===== src/rtl/scoreboard_pkg.sv =====
// ----------------------------------------------------------------------------
// scoreboard_pkg : opcode constants and decode classes for the hazard unit
// Rev 1.0
// ----------------------------------------------------------------------------
`default_nettype none

package scoreboard_pkg;

  localparam logic [6:0] OP_LUI     = 7'b0110111;
  localparam logic [6:0] OP_AUIPC   = 7'b0010111;
  localparam logic [6:0] OP_JAL     = 7'b1101111;
  localparam logic [6:0] OP_OP      = 7'b0110011;
  localparam logic [6:0] OP_BRANCH  = 7'b1100011;
  localparam logic [6:0] OP_STORE   = 7'b0100011;
  localparam logic [6:0] OP_JALR    = 7'b1100111;
  localparam logic [6:0] OP_OPIMM   = 7'b0010011;
  localparam logic [6:0] OP_LOAD    = 7'b0000011;
  localparam logic [6:0] OP_SYSTEM  = 7'b1110011;
  localparam logic [6:0] OP_CUSTOM0 = 7'b0001011;

  typedef enum logic [2:0] {
    FU_NONE       = 3'd0,
    FU_RD_ONLY    = 3'd1,
    FU_RS1_RS2_RD = 3'd2,
    FU_RS1_RS2    = 3'd3,
    FU_RS1_RD     = 3'd4,
    FU_LONG       = 3'd5
  } fu_class_t;

endpackage

`default_nettype wire


===== src/rtl/sb_decode.sv =====
// ----------------------------------------------------------------------------
// sb_decode : maps an opcode to its operand-usage class (combinational)
// Rev 1.0
// ----------------------------------------------------------------------------
`default_nettype none

module sb_decode
  import scoreboard_pkg::*;
(
  input  logic [6:0] op_code_i,
  output fu_class_t  fu_class_o,
  output logic       use_rs1_o,
  output logic       use_rs2_o,
  output logic       writes_rd_o
);

  always_comb begin
    fu_class_o = FU_NONE;
    unique case (op_code_i)
      OP_LUI, OP_AUIPC, OP_JAL:       fu_class_o = FU_RD_ONLY;
      OP_OP:                          fu_class_o = FU_RS1_RS2_RD;
      // JALR intentionally grouped with branches/stores: its rd is not tracked
      OP_BRANCH, OP_STORE, OP_JALR:   fu_class_o = FU_RS1_RS2;
      OP_OPIMM, OP_LOAD, OP_SYSTEM:   fu_class_o = FU_RS1_RD;
      OP_CUSTOM0:                     fu_class_o = FU_LONG;
      default:                        fu_class_o = FU_NONE;
    endcase
  end

  always_comb begin
    use_rs1_o   = 1'b0;
    use_rs2_o   = 1'b0;
    writes_rd_o = 1'b0;
    case (fu_class_o)
      FU_RD_ONLY:    writes_rd_o = 1'b1;
      FU_RS1_RS2_RD: begin use_rs1_o = 1'b1; use_rs2_o = 1'b1; writes_rd_o = 1'b1; end
      FU_RS1_RS2:    begin use_rs1_o = 1'b1; use_rs2_o = 1'b1; end
      FU_RS1_RD:     begin use_rs1_o = 1'b1; writes_rd_o = 1'b1; end
      FU_LONG:       begin use_rs1_o = 1'b1; use_rs2_o = 1'b1; writes_rd_o = 1'b1; end
      default:       ;
    endcase
  end

endmodule

`default_nettype wire


===== src/rtl/scoreboard_hazard_unit_p.sv =====
// ----------------------------------------------------------------------------
// scoreboard_hazard_unit_p : RAW/WAW/structural stall and redirect kill window
// Rev 1.0
// ----------------------------------------------------------------------------
`default_nettype none

module scoreboard_hazard_unit_p
  import scoreboard_pkg::*;
#(
  parameter  int NREG        = 32,
  parameter  int WB_LAT      = 3,
  parameter  int FWD_LAT     = 1,
  parameter  int KILL_CYCLES = 2,
  parameter  int LONG_UNITS  = 2,
  localparam int RW          = $clog2(NREG),
  localparam int UW          = (LONG_UNITS > 1) ? $clog2(LONG_UNITS) : 1
) (
  input  logic                  clk,
  input  logic                  rst,
  input  logic                  issue_valid,
  input  logic [6:0]            op_code,
  input  logic [2:0]            funct3,
  input  logic [RW-1:0]         rs1,
  input  logic [RW-1:0]         rs2,
  input  logic [RW-1:0]         rd,
  input  logic                  btaken,
  input  logic                  exception,
  input  logic                  discard,
  input  logic [LONG_UNITS-1:0] lu_done,
  output logic                  stall,
  output logic                  kill,
  output logic [LONG_UNITS-1:0] lu_busy,
  output logic                  sb_busy
);

  localparam logic [2:0]    C_WB   = 3'(WB_LAT);
  localparam logic [2:0]    C_FWD  = 3'(FWD_LAT);
  localparam logic [2:0]    C_KILL = 3'(KILL_CYCLES - 1);
  localparam logic [RW-1:0] C_X0   = '0;

  logic [2:0]            cnt_q [NREG];
  logic [2:0]            cnt_d [NREG];
  logic [NREG-1:0]       own_valid_q, own_valid_d;
  logic [UW-1:0]         own_id_q [NREG];
  logic [UW-1:0]         own_id_d [NREG];
  logic [LONG_UNITS-1:0] lu_busy_q, lu_busy_d;
  logic [RW-1:0]         lu_rd_q [LONG_UNITS];
  logic [RW-1:0]         lu_rd_d [LONG_UNITS];
  logic [2:0]            kcnt_q, kcnt_d;
  logic                  rdy_q;

  fu_class_t     w_class;
  logic          w_use_rs1, w_use_rs2, w_writes_rd, w_is_long;
  logic [UW-1:0] w_u;
  logic          w_u_ok;
  logic          w_hz1, w_hz2, w_waw, w_struct;
  logic          w_stall_raw, w_kill, w_issue;
  logic          w_unused;

  sb_decode u_decode (
    .op_code_i   (op_code),
    .fu_class_o  (w_class),
    .use_rs1_o   (w_use_rs1),
    .use_rs2_o   (w_use_rs2),
    .writes_rd_o (w_writes_rd)
  );

  assign w_is_long = (w_class == FU_LONG);
  assign w_u       = funct3[UW-1:0];
  assign w_u_ok    = ({1'b0, w_u} < (UW+1)'(LONG_UNITS));
  assign w_unused  = ^funct3;

  always_comb begin
    w_hz1       = w_use_rs1 && (rs1 != C_X0) && ((cnt_q[rs1] > C_FWD) || own_valid_q[rs1]);
    w_hz2       = w_use_rs2 && (rs2 != C_X0) && ((cnt_q[rs2] > C_FWD) || own_valid_q[rs2]);
    w_waw       = w_writes_rd && own_valid_q[rd];
    w_struct    = w_is_long && w_u_ok && lu_busy_q[w_u] && !lu_done[w_u];
    w_stall_raw = issue_valid && (w_hz1 || w_hz2 || w_waw || w_struct);
    // rdy_q keeps the kill output quiet during the first cycle after reset
    w_kill      = (btaken || exception || (kcnt_q != 3'd0)) && !w_stall_raw && !discard && rdy_q;
    w_issue     = issue_valid && !w_stall_raw && !w_kill;
  end

  assign stall   = w_stall_raw && !w_kill;
  assign kill    = w_kill;
  assign lu_busy = lu_busy_q;

  always_comb begin
    sb_busy = |lu_busy_q;
    for (int r = 0; r < NREG; r++) begin
      sb_busy = sb_busy || (cnt_q[r] != 3'd0);
    end
  end

  always_comb begin
    for (int r = 0; r < NREG; r++) begin
      cnt_d[r]    = (cnt_q[r] != 3'd0) ? cnt_q[r] - 3'd1 : 3'd0;
      own_id_d[r] = own_id_q[r];
    end
    own_valid_d = own_valid_q;
    lu_busy_d   = lu_busy_q;
    for (int u = 0; u < LONG_UNITS; u++) begin
      lu_rd_d[u] = lu_rd_q[u];
    end

    if (w_issue && w_writes_rd && !w_is_long && (rd != C_X0)) begin
      cnt_d[rd] = C_WB;
    end

    for (int u = 0; u < LONG_UNITS; u++) begin
      if (lu_done[u] && lu_busy_q[u]) begin
        lu_busy_d[u] = 1'b0;
        if (own_id_q[lu_rd_q[u]] == UW'(u)) begin
          own_valid_d[lu_rd_q[u]] = 1'b0;
        end
      end
    end

    // Applied after the releases so a same-edge re-issue keeps its own rd
    if (w_issue && w_is_long && w_u_ok) begin
      lu_busy_d[w_u] = 1'b1;
      lu_rd_d[w_u]   = rd;
      if (rd != C_X0) begin
        own_valid_d[rd] = 1'b1;
        own_id_d[rd]    = w_u;
      end
    end

    kcnt_d = kcnt_q;
    if (rdy_q) begin
      if (discard) begin
        kcnt_d = 3'd0;
      end else if (btaken || exception) begin
        kcnt_d = C_KILL;
      end else if ((kcnt_q != 3'd0) && w_kill) begin
        kcnt_d = kcnt_q - 3'd1;
      end
    end
  end

  always_ff @(posedge clk or posedge rst) begin
    if (rst) begin
      for (int r = 0; r < NREG; r++) begin
        cnt_q[r]    <= 3'd0;
        own_id_q[r] <= '0;
      end
      for (int u = 0; u < LONG_UNITS; u++) begin
        lu_rd_q[u] <= '0;
      end
      own_valid_q <= '0;
      lu_busy_q   <= '0;
      kcnt_q      <= 3'd0;
      rdy_q       <= 1'b0;
    end else begin
      cnt_q       <= cnt_d;
      own_id_q    <= own_id_d;
      lu_rd_q     <= lu_rd_d;
      own_valid_q <= own_valid_d;
      lu_busy_q   <= lu_busy_d;
      kcnt_q      <= kcnt_d;
      rdy_q       <= 1'b1;
    end
  end

endmodule

`default_nettype wire


===== config.mk =====
export PLATFORM = sky130hd
export DESIGN_NAME = scoreboard_hazard_unit_p
export DESIGN_NICKNAME = d
export VERILOG_FILES = /design/src/rtl/scoreboard_pkg.sv /design/src/rtl/sb_decode.sv /design/src/rtl/scoreboard_hazard_unit_p.sv
export SDC_FILE = /design/constraint.sdc
export NUM_CORES = 1
export LEC_CHECK = 0
export ABC_AREA = 1
export CAP_MARGIN = 20
export CORE_AREA = 5 5 147 149
export DETAILED_ROUTE_END_ITERATION = 8
export DIE_AREA = 0 0 152 154
export GPL_ROUTABILITY_DRIVEN = 0
export HOLD_SLACK_MARGIN = 0.03
export PLACE_DENSITY_LB_ADDON = 0.15
export SYNTH_ARGS = -nofsm -noshare
export SYNTH_HDL_FRONTEND = slang
export SYNTH_SLANG_ARGS = --single-unit

===== constraint.sdc =====
create_clock -name clk -period 17.61 [get_ports clk]
set_input_delay 4.4025 -clock clk [delete_from_list [all_inputs] [get_ports clk]]
set_output_delay 4.4025 -clock clk [all_outputs]
set_load 0.01 [all_outputs]

Yosys cells after proc, flatten, opt, wreduce, memory -nomap -nowiden
Index checks and enable logic that the tools add are counted.
{ "classes": {"addsub": 33, "n_mul": 0, "div": 0, "n_lt_le_gt_ge": 20, "eq_ne": 16, "n_shift": 0, "n_mux": 87, "bitwise": 15, "n_reduce_logical": 117} }
{ "ops": {"columns": ["op", "n"], "rows": [
  ["$mux W32", 6],
  ["$mux W3", 40],
  ["$reduce_bool A3 Y1", 34],
  ["$sub A3 B1 Y3 const B", 33],
  ["$and A32 B32 Y32", 3],
  ["$mux W96", 1],
  ["$not A32 Y32", 3],
  ["$or A64 B64 Y64", 1],
  ["$logic_or A1 B1 Y1", 39],
  ["$bwmux W32", 1],
  ["$or A32 B32 Y32", 1],
  ["$bmux W3 S5", 2],
  ["$ge A6 B6 Y1 const B", 5],
  ["$lt A5 B6 Y1 const B", 5],
  ["$not A5 Y6", 5],
  ["$eq A7 B7 Y1 const B", 4],
  ["$logic_and A1 B1 Y1", 27],
  ["$bmux W1 S5", 5],
  ["$eq A7 B6 Y1 const B", 3],
  ["$mux W1", 21],
  ["$demux W1 S5", 4],
  ["$demux W3 S5", 1],
  ["$ge A5 B1 Y1 const B", 3],
  ["$pmux W3 S5", 1],
  ["other kinds (25)", 40]
]} }
{ "totals": {"ff_bits": 176, "latchBits": 0, "ramBits": 0, "rom_bits": 0, "inputBits": 33, "out_inout_bits": 5, "elab_cells": 358, "mem_count": 0} }

Logic depth before layout (Yosys ltp)
Gate-level depths: netlist of the first run.
{ "depth": {"word_depth": 33, "mapped_depth": 19, "depth_no_buf": 18} }

By module
A second synthesis of the first run with hierarchy kept.
{ "unflattened": {"hier_cells": 1509, "area_unflattened_um2": 10603.9} }
{ "modules_own_cells": {"columns": ["module", "n_inst", "cells_each", "area_each_um2", "seq_area_each_um2"], "rows": [
  ["scoreboard_hazard_unit_p", 1, 1457, 10306.1, 4404.2],
  ["sb_decode", 1, 52, 297.8, 0.0]
]} }

Worst setup path before layout of the first run
No wires, ideal clock.
{ "synth_timing": {"path_kind": "input -> output", "from": "input rs2[0]", "to": "output kill", "arrival_ns": 5.911, "required_time_ns": 13.207, "setup_slack_ns": 7.296, "cell_stages": 14, "n_path_buf": 3, "path_cell_list": "buf_2 buf_6 buf_6 o211ai_1 nand2_1 o21ai_1 nand3_1 nand3_1 nand2_1 nand2_1 nand2_1 nand2_1 inv_1 nor3_1"} }
{ "synth_between": {"elab_chain_cells": 15, "elab_cells_between_ends": 19, "classes_between": "1 x order compare; 5 x mux; 1 x bitwise; 12 x reduce/logical"} }
{ "synth_rtl": {"columns": ["element", "line", "rtl"], "rows": [
  ["start: declaration", "scoreboard_hazard_unit_p.sv:24", "input logic [RW-1:0] rs2,"],
  ["$not A5 Y6 (not written as such)", "scoreboard_hazard_unit_p.sv:75", "w_hz2 = w_use_rs2 && (rs2 != C_X0) && ((cnt_q[rs2] > C_FWD) || own_valid_q[rs2]);"],
  ["$bmux W3 S5", "scoreboard_hazard_unit_p.sv:75", null],
  ["$mux W3 (not written as such) (2 in a row)", "scoreboard_hazard_unit_p.sv:75", null],
  ["$gt A3 B1 Y1", "scoreboard_hazard_unit_p.sv:75", null],
  ["$logic_or A1 B1 Y1", "scoreboard_hazard_unit_p.sv:75", null],
  ["$logic_and A1 B1 Y1 *", "scoreboard_hazard_unit_p.sv:75", null],
  ["$logic_or A1 B1 Y1 * (3 in a row)", "scoreboard_hazard_unit_p.sv:78", "w_stall_raw = issue_valid && (w_hz1 || w_hz2 || w_waw || w_struct);"],
  ["$logic_and A1 B1 Y1 *", "scoreboard_hazard_unit_p.sv:78", null],
  ["$logic_not A1 Y1 *", "scoreboard_hazard_unit_p.sv:80", "w_kill = (btaken || exception || (kcnt_q != 3'd0)) && !w_stall_raw && !discard && rdy_q;"],
  ["$logic_and A1 B1 Y1 * (3 in a row)", "scoreboard_hazard_unit_p.sv:80", null],
  ["end: declaration", "scoreboard_hazard_unit_p.sv:31", "output logic kill,"]
]} }
Every way passes the cells marked *; elsewhere a longest branch is shown, timed or not. The select of a mux whose other input is x is not followed.

Final worst setup path of the first run
Same ends and word-level chain as after synthesis.

==> flow_summary.yaml, run 1 <==
sta:
  hold_viol: 0
  hold-worst-slack_ns: 0.419
  fin_crit_ns: 12.06
  worst_slew_pin_slew_ns: 0.962
  grt_setup_unrepaired: "no"
  slew_headroom_pct: 35.5
  post-route-period-util_pct: 68.5
  slew_viol_final: 0
  finalSetupViolations: 0
  fin_worst_skew_ns: 0.0150
  fin_tns_setup_ns: 0
  fmax_mhz: 82.9
synthesis:
  yosysTopAreaCell: "dfrtp_1"
  syn-num-nets: 1627
  synth_cells: 1582
  syn_area_per_cell_um2: 6.86
  ys_ff_latch: 176
  ys_seq_area_share_pct: 40.6
  synthTopCellsByArea: "dfrtp_1, nand2_1, inv_1"
  yosys_warnings: 0
  synth.distinct_cells: 42
  synth_top_area_share_pct: 40.6
  netlist_area_um2: 10800
clock_tree:
  ctsResizeCount: 0
  cts_setup_buffers: 0
  clock_path_buffers: 2
  htree_num_levels: 4
  clk_root_buffer_cell: "clkbuf_16"
  clk_pin_slew_ns: 0.07
  clkLatencyLatePin_ns: 0.45
  cts_buffers: 17
  cts.sinks: 176
  ctsHoldBuffers: 0
  cts_tree: "built"
worst_hold_path:
  hold_depth: 0
  hp-class: "flop to flop"
layout:
  diodes: 0
  layout_common_cells: "nand2_1, inv_1, dfrtp_1, nor2_1, nand3_1"
  fin_nets: 1634
  multi_input_comb_area_um2: 5320
  syn_to_final_growth_pct: 10.1
  drive_above_1_share_pct: 4.12
  fillCellCount: 1917
  final_common_cell: "nand2_1"
  seqCellArea_um2: 4400
  stdcell_area_um2: 11900
die:
  io_pins: 38
  fp.dieArea_um2: 23400
  floorplan.initialDensity_pct: 54.1
  core.rowCount: 52
  core-area_um2: 20000
  die_h_um: 154
  die_w_um: 152
setup_path:
  cp.required_ns: 13.21
  reg2regPathDepth: 13
  end_kind: "output port"
  cp-start-kind: "input pin"
  worst-path-max-fanout: 61
  crit_arrival_ns: 7.66
  path_class: "input pin to output port"
status:
  status: "complete, no violations"
power:
  cellLeakagePower_nw: 5.95
  p_seq_share_pct: 43.4
  clkPwrFrac_pct: 44.6
  p_sw_share_pct: 26.9
  ir_worst_vdd_mv: 0.0585
  power.density_nw_per_um2: 79.8
  p_sw_mw: 0.257
  internal_power_mw: 0.697
  combPwrFrac_pct: 12.0
place:
  dpl.hpwl_mm: 24.9
  portBuffers: 35
  placed_area_um2: 11300
route:
  drtPass1Iterations: 8
  vias_per_cell: 5.82
  vias: 10900
  drc: 0
  drt-initial-drc-count: 1439
  ant_nets: 0
  route.detailed.wl_per_inst_um: 18.5
  routed_wl_mm: 34.6
global_routing:
  met2_usage_pct: 44.8
  top_usage_layer: "met2"
  grt_use_total_pct: 29.1
  grt_pass1_vias: 9968
  gr-total-overflow: 0
  grt_max_degree: 106
  met3_usage_pct: 6.72
  grt_pass1_wl_mm: 54.4
  antenna_found_initial: 0
  grt_use_met1_pct: 39.9
flow_run:
  cap_violations: 0
-- power by group through the flow --
| stage | Clock, mW | Combinational [mW] | Sequential (mW) |
|---|---|---|---|
| 5_1_grt | 0.442 | 0.125 | 0.414 |
| 4_1_cts | 0.426 | 0.113 | 0.413 |
| 6_report | 0.426 | 0.114 | 0.414 |
| 2_1_floorplan | 0 | 0.0723 | 0.420 |
| 3_5_place_dp | 0 | 0.112 | 0.421 |
| 3_3_place_gp | 0 | 0.111 | 0.421 |
-- stage by stage --
step	util [%]	total power, mW	setup slack (ns)	std cells
3_3_place_gp	56.4	0.532	5.65	1840
6_report	59.6	0.954	5.55	1871
3_5_place_dp	56.4	0.533	5.61	1840
4_1_cts	59.6	0.953	5.62	1871
2_1_floorplan	-	0.492	7.30	1582
5_1_grt	59.6	0.981	5.29	1871
-- cells by family (layout without fill, tap and decap cells) --
| group | Yosys count | after routing | synth area share, % |
|---|---|---|---|
| AOI/OAI and AO/OA | 280 | 280 | 14.4 |
| adders and majority gates | 12 | 12 | 1.38 |
| buffers and inverters | 276 | 295 | 10.4 |
| DFF | 176 | 176 | 40.6 |
| other | 1 | 1 | 0.0346 |
| and+or+nand+nor | 837 | 837 | 33.1 |
-- registers in the layout (all words and copies together), names as in the netlist --
name / count
rdy_q: 1
own_id_q: 32
kcnt_q: 3
lu_rd_q: 10
cnt_q: 96
own_valid_q: 32
lu_busy: 2
-- cell type report --
type | instances | share of cell area [%]
repair buffers | 40 | 3.21
inverters | 224 | 7.09
flip-flops and latches | 176 | 36.9
multi-input cells | 1130 | 44.6
clock buffers | 18 | 3.68
clock inverters | 13 | 1.76
well taps | 270 | 2.83
-- routing by layer --
layer / vias up / wire length (µm) / part of all wire [%]
met3: 108 / 3240 / 9.4
met5: - / 0 / 0
li1: 5177 / - / -
met4: 0 / 1350 / 3.9
met2: 533 / 15400 / 44
met1: 5068 / 14700 / 42
-- synthesized netlist by cell type, drive strengths merged --
cell type,instances
nand2,428
inv,221
dfrtp,176
nor2,167
nand3,155
o21ai,153
a21oi,47
nor3,41
buf,32
a31oi,27
clkbuf,20
nor4,17
a22oi,16
o22ai,16
nand4,15
ha,12
o211ai,8
or2,8
o31ai,5
and2,4
a21boi,3
clkinv,3
o221ai,3
a211oi,1
a41oi,1
conb,1
nand3b,1
nor3b,1
-- worst paths after layout --
kind / start / to / slack (ns)
hold reg to reg: own_id_q[31] / own_id_q[31] / 0.42
min in group asynchronous: rst / own_valid_q[15] / 4.53
setup / recovery: rs2[0] / kill / 5.55
hold / removal: own_id_q[31] / own_id_q[31] / 0.42
max in group asynchronous: rst / cnt_q[76] / 11.55
setup reg to reg: cnt_q[62] / cnt_q[7] / 14.37
-- critical path, cell delays in order --
cell and delay [ns]:
buf_2 0.07, buf_4 0.50, clkinv_2 0.66, o21ai_0 0.39, nand3_1 0.11, nand2_1 0.09, nand2_1 0.06, nand3_1 0.08
nand2_1 0.13, nand2_1 0.17, nand2_1 0.09, nand2_1 0.10, inv_1 0.06, nor3_1 0.12, clkdlybuf4s50_1 0.56
Power figures use the tool's default switching activity.
==> inputs of run 2 (changes only) <==
clock period = 10.2 ns   (was 17.61 ns; I/O delays follow)
==> run 2 against run 1 <==
  * Via count up 1.1%
  * Combinational power increased by 75%
  * Register-to-register slack got worse by 7.4 ns
  * Critical endpoint unchanged
  * Largest power group is now sequential cells
==> flow_summary.yaml, run 2 (synthesized netlist as in run 1, its figures left out) <==
global_routing:
  grt_max_degree: 102
  grt_use_total_pct: 29.2
  grt_pass1_wl_mm: 54.4
  grt_pass1_vias: 9940
  gr-total-overflow: 0
  antenna_found_initial: 0
die:
  die_w_um: 152
  fp.dieArea_um2: 23400
  die_h_um: 154
  io_pins: 38
  core-area_um2: 20000
  core.rowCount: 52
  floorplan.initialDensity_pct: 54.1
sta:
  post-route-period-util_pct: 81.2
  slew_headroom_pct: 36.9
  fmax_mhz: 121
  fin_tns_setup_ns: 0
  fin_crit_ns: 8.28
  hold_viol: 0
  fin_worst_skew_ns: 0.0162
  slew_viol_final: 0
  hold-worst-slack_ns: 0.410
  grt_setup_unrepaired: "no"
  worst_slew_pin_slew_ns: 0.940
  finalSetupViolations: 0
  finalWorstSetupSlack_ns: 1.92
clock_tree:
  htree_num_levels: 4
  clock_path_buffers: 2
  ctsResizeCount: 0
  clkLatencyLatePin_ns: 0.46
  clk_pin_slew_ns: 0.07
  ctsHoldBuffers: 0
  cts_setup_buffers: 0
  clk_root_buffer_cell: "clkbuf_16"
  cts.sinks: 176
  cts_buffers: 17
  cts_tree: "built"
power:
  power.total_mw: 1.58
  cellLeakagePower_nw: 5.95
  ir_worst_vdd_mv: 0.107
  power.density_nw_per_um2: 133
route:
  routed_wl_mm: 34.6
  vias: 11000
  route.detailed.wl_per_inst_um: 18.5
  vias_per_cell: 5.87
  drtPass1Iterations: 6
  drc: 0
  drt-initial-drc-count: 1384
  ant_nets: 0
layout:
  final_common_cell: "nand2_1"
  largest_reg_flops: 96
  fillCellCount: 1980
  layout_common_cells: "nand2_1, inv_1, dfrtp_1, nor2_1, nand3_1"
  utilization_pct: 59.4
  fin_nets: 1635
  syn_to_final_growth_pct: 9.77
  top_regs: "cnt_q (96), own_id_q (32), own_valid_q (32)"
  largest-register: "cnt_q"
  diodes: 0
  drive_above_1_share_pct: 4.24
worst_hold_path:
  hold_path.startpoint: "own_id_q[31]"
  hold_depth: 0
  hp-class: "flop to flop"
setup_path:
  cp-start-kind: "input pin"
  path_class: "input pin to output port"
  crit_arrival_ns: 5.73
  r2r-start: "cnt_q[62]"
  end_kind: "output port"
  cp.required_ns: 7.65
  reg2regPathDepth: 13
  worst-path-max-fanout: 17
  crit_start: "rd[0]"
flow_run:
  cap_violations: 0
place:
  place_ws_ns: 1.93
  portBuffers: 35
  dpl.hpwl_mm: 24.9
status:
  status: "complete, no violations"
run 2: cell types whose count changed in the layout (fill, tap and decap cells not counted), sizes merged:
| cell | change |
|---|---|
| buf | +1 |
| bufinv | -4 |
| clkinvlp | -4 |
| inv | +9 |
run 2: final cells by class:
type | instances | area (µm²) | area share (%)
repair buffers | 41 | 410 | 3.45
clock buffers | 18 | 439 | 3.69
multi-input cells | 1130 | 5320 | 44.7
flip-flops and latches | 176 | 4400 | 37.0
clock inverters | 14 | 144 | 1.21
inverters | 224 | 847 | 7.12
well taps | 270 | 338 | 2.84
run 2: worst max-delay path: stages:
cell             delay, ns
clkdlybuf4s50_1       0.87
nand2_1               0.50
nor2_1                0.20
nor2_1                0.07
nand2_1               0.06
nand2_1               0.09
nand2_1               0.09
nor2_1                0.06
nand3_2               0.07
nand2_2               0.06
a21oi_4               0.16
nand2_1               0.09
nand2_1               0.10
inv_1                 0.06
nor3_1                0.12
clkdlybuf4s50_1       0.56
run 2: layer usage:
metal,track usage (%),part of all wire [%],vias up
met5,0,0,-
li1,-,-,5182
met4,10.4,3.3,0
met1,40.5,44,5147
met3,4.89,8.4,98
met2,46.3,45,575
run 2: final timing paths:
| path | end | slack [ns] |
|---|---|---|
| max | kill | 1.92 |
| min reg2reg | own_id_q[31] | 0.41 |
| max in group asynchronous | cnt_q[44] | 6.42 |
| max reg2reg | cnt_q[0] | 6.93 |
| min in group asynchronous | own_id_q[16] | 2.66 |
| min | own_id_q[31] | 0.41 |
run 2: report_power, final:
part	internal, mW	switching [mW]	leakage (nW)
registers	0.706	0.00777	2.44
logic	0.0580	0.141	3.22
clock network	0.353	0.319	0.287
run 2: per-stage QoR:
step                      cells  area [µm²]
after global routing       1873       11900
after floorplan            1582       10800
after detailed placement   1840       11300
final                      1873       11900
after global placement     1840       11300
after CTS                  1872       11900
==> inputs of run 3 (changes only) <==
clock period = 7.82 ns   (was 10.2 ns; I/O delays follow)
==> run 3 against run 2 <==
  * Combinational power rose by 28%
  * Sequential share of layout area about the same
  * Critical path depth fell by 1
  * Final cell count is 0.16% higher
  * Design area barely moved
  * Via count is 0.86% lower
  * Highest routed layer unchanged
  * Critical path type unchanged
  * Die area unchanged
  * Clock skew shrank 0.0053 ns
  * Setup slack lost 0.93 ns
==> flow_summary.yaml, run 3 (synthesized netlist as in run 1, its figures left out) <==
status:
  status: "complete, no violations"
power:
  power.density_nw_per_um2: 173
  cellLeakagePower_nw: 5.96
  ir_worst_vdd_mv: 0.139
clock_tree:
  clk_pin_slew_ns: 0.06
  ctsResizeCount: 0
  cts_buffers: 17
  cts_setup_buffers: 0
  clk_root_buffer_cell: "clkbuf_16"
  htree_num_levels: 4
  cts.sinks: 176
  clkLatencyLatePin_ns: 0.45
  ctsHoldBuffers: 0
  cts_tree: "built"
  clock_path_buffers: 2
sta:
  finalSetupViolations: 0
  slew_headroom_pct: 38.5
  fin_tns_setup_ns: 0
  fmax_mhz: 146
  fin_crit_ns: 6.83
  grt_setup_unrepaired: "no"
  slew_viol_final: 0
  worst_slew_pin_slew_ns: 0.914
  post-route-period-util_pct: 87.4
  hold_viol: 0
  fin_worst_skew_ns: 0.0108
route:
  drt-initial-drc-count: 1339
  route.detailed.wl_per_inst_um: 18.5
  met3_wirelength_mm: 3.41
  routed_wl_mm: 34.7
  routed.top_layer: "met4"
  ant_nets: 0
  drtPass1Iterations: 6
  vias: 10900
  met2_length_mm: 15.8
  drc: 0
  vias_per_cell: 5.81
  wl_met1_mm: 14.2
setup_path:
  end_kind: "output port"
  r2r-end: "cnt_q[10]"
  cp.required_ns: 5.87
  cp-start-kind: "input pin"
  path_class: "input pin to output port"
  r2r-start: "cnt_q[41]"
  crit_arrival_ns: 4.88
  r2r_setup_slack_ns: 4.51
  worst-path-max-fanout: 10
  reg2regPathDepth: 13
layout:
  fin_nets: 1638
  diodes: 0
  largest_reg_flops: 96
  final_common_cell: "nand2_1"
  utilization_pct: 59.4
  stdcell_area_um2: 11900
  top_regs: "cnt_q (96), own_id_q (32), own_valid_q (32)"
  syn_to_final_growth_pct: 9.82
  largest-register: "cnt_q"
  fillCellCount: 1982
  drive_above_1_share_pct: 4.36
  layout_common_cells: "nand2_1, inv_1, dfrtp_1, nor2_1, nand3_1"
die:
  core.rowCount: 52
  fp.dieArea_um2: 23400
  die_w_um: 152
  core-area_um2: 20000
  io_pins: 38
  floorplan.initialDensity_pct: 54.1
  die_h_um: 154
global_routing:
  grt_max_degree: 70
  grt_use_total_pct: 29.1
  grt_pass1_vias: 9995
  antenna_found_initial: 0
  grt_pass1_wl_mm: 54.4
  gr-total-overflow: 0
place:
  dpl.hpwl_mm: 25.3
  placed_area_um2: 11300
  portBuffers: 35
worst_hold_path:
  hp-class: "flop to flop"
  hold_depth: 0
  hold_end: "own_id_q[31]"
  hold_path.startpoint: "own_id_q[31]"
flow_run:
  cap_violations: 0
## run 3: worst max-delay path by stage
stage | depth (start not counted) | end | slack, ns | startpoint
CTS | 16 | kill | 1.05 | rs1[1]
floorplan | 1 | cnt_q[0] | 1.09 | rst
global placement | 15 | kill | 1.07 | rs1[0]
global route | 15 | kill | 0.78 | rs1[0]
detailed placement | 16 | kill | 1.05 | rs1[1]
finish | 15 | kill | 0.99 | rs1[1]
## run 3: routing by layer
layer  vias up  global-route usage (%)
met5         -                       0
met4         0                    12.1
met3        97                    6.16
met2       596                    45.4
met1      5040                    39.7
li1       5174                       -
## run 3: area by class of cell
type                            count  area, µm²  area share, %
Inverter                          224        847           7.11
Tap cell                          270        338           2.84
Clock buffer                       18        429           3.60
Clock inverter                     14        156           1.31
Sequential cell                   176       4400           37.0
Timing Repair Buffer               44        413           3.47
Multi-Input combinational cell   1130       5320           44.7
## run 3: metrics by stage
step                std cells  hold slack (ns)  total power [mW]  worst slack, ns
floorplan                1582            0.419              1.11             1.09
global placement         1844            0.397              1.20             1.07
detailed placement       1844            0.401              1.20             1.05
CTS                      1876            0.416              2.06             1.05
global route             1876            0.443              2.13            0.779
finish                   1876            0.416              2.06            0.986
## run 3: worst max-delay path, cell delays in order
cell and delay [ns]:
clkdlybuf4s50_1 0.55, nor2_2 0.51, nand4_1 0.15, nand2_1 0.12
nor2_1 0.05, nor2_1 0.09, nor2_1 0.05, nand2_1 0.08
nand2_1 0.17, a21oi_4 0.22, nand2_1 0.09, nand2_1 0.10
inv_1 0.06, nor3_1 0.12, clkdlybuf4s50_1 0.56
## run 3: power breakdown
part	switching, mW	leakage (nW)	internal (mW)
clock network	0.392	0.291	0.477
logic	0.180	3.23	0.0755
registers	0.0104	2.44	0.921
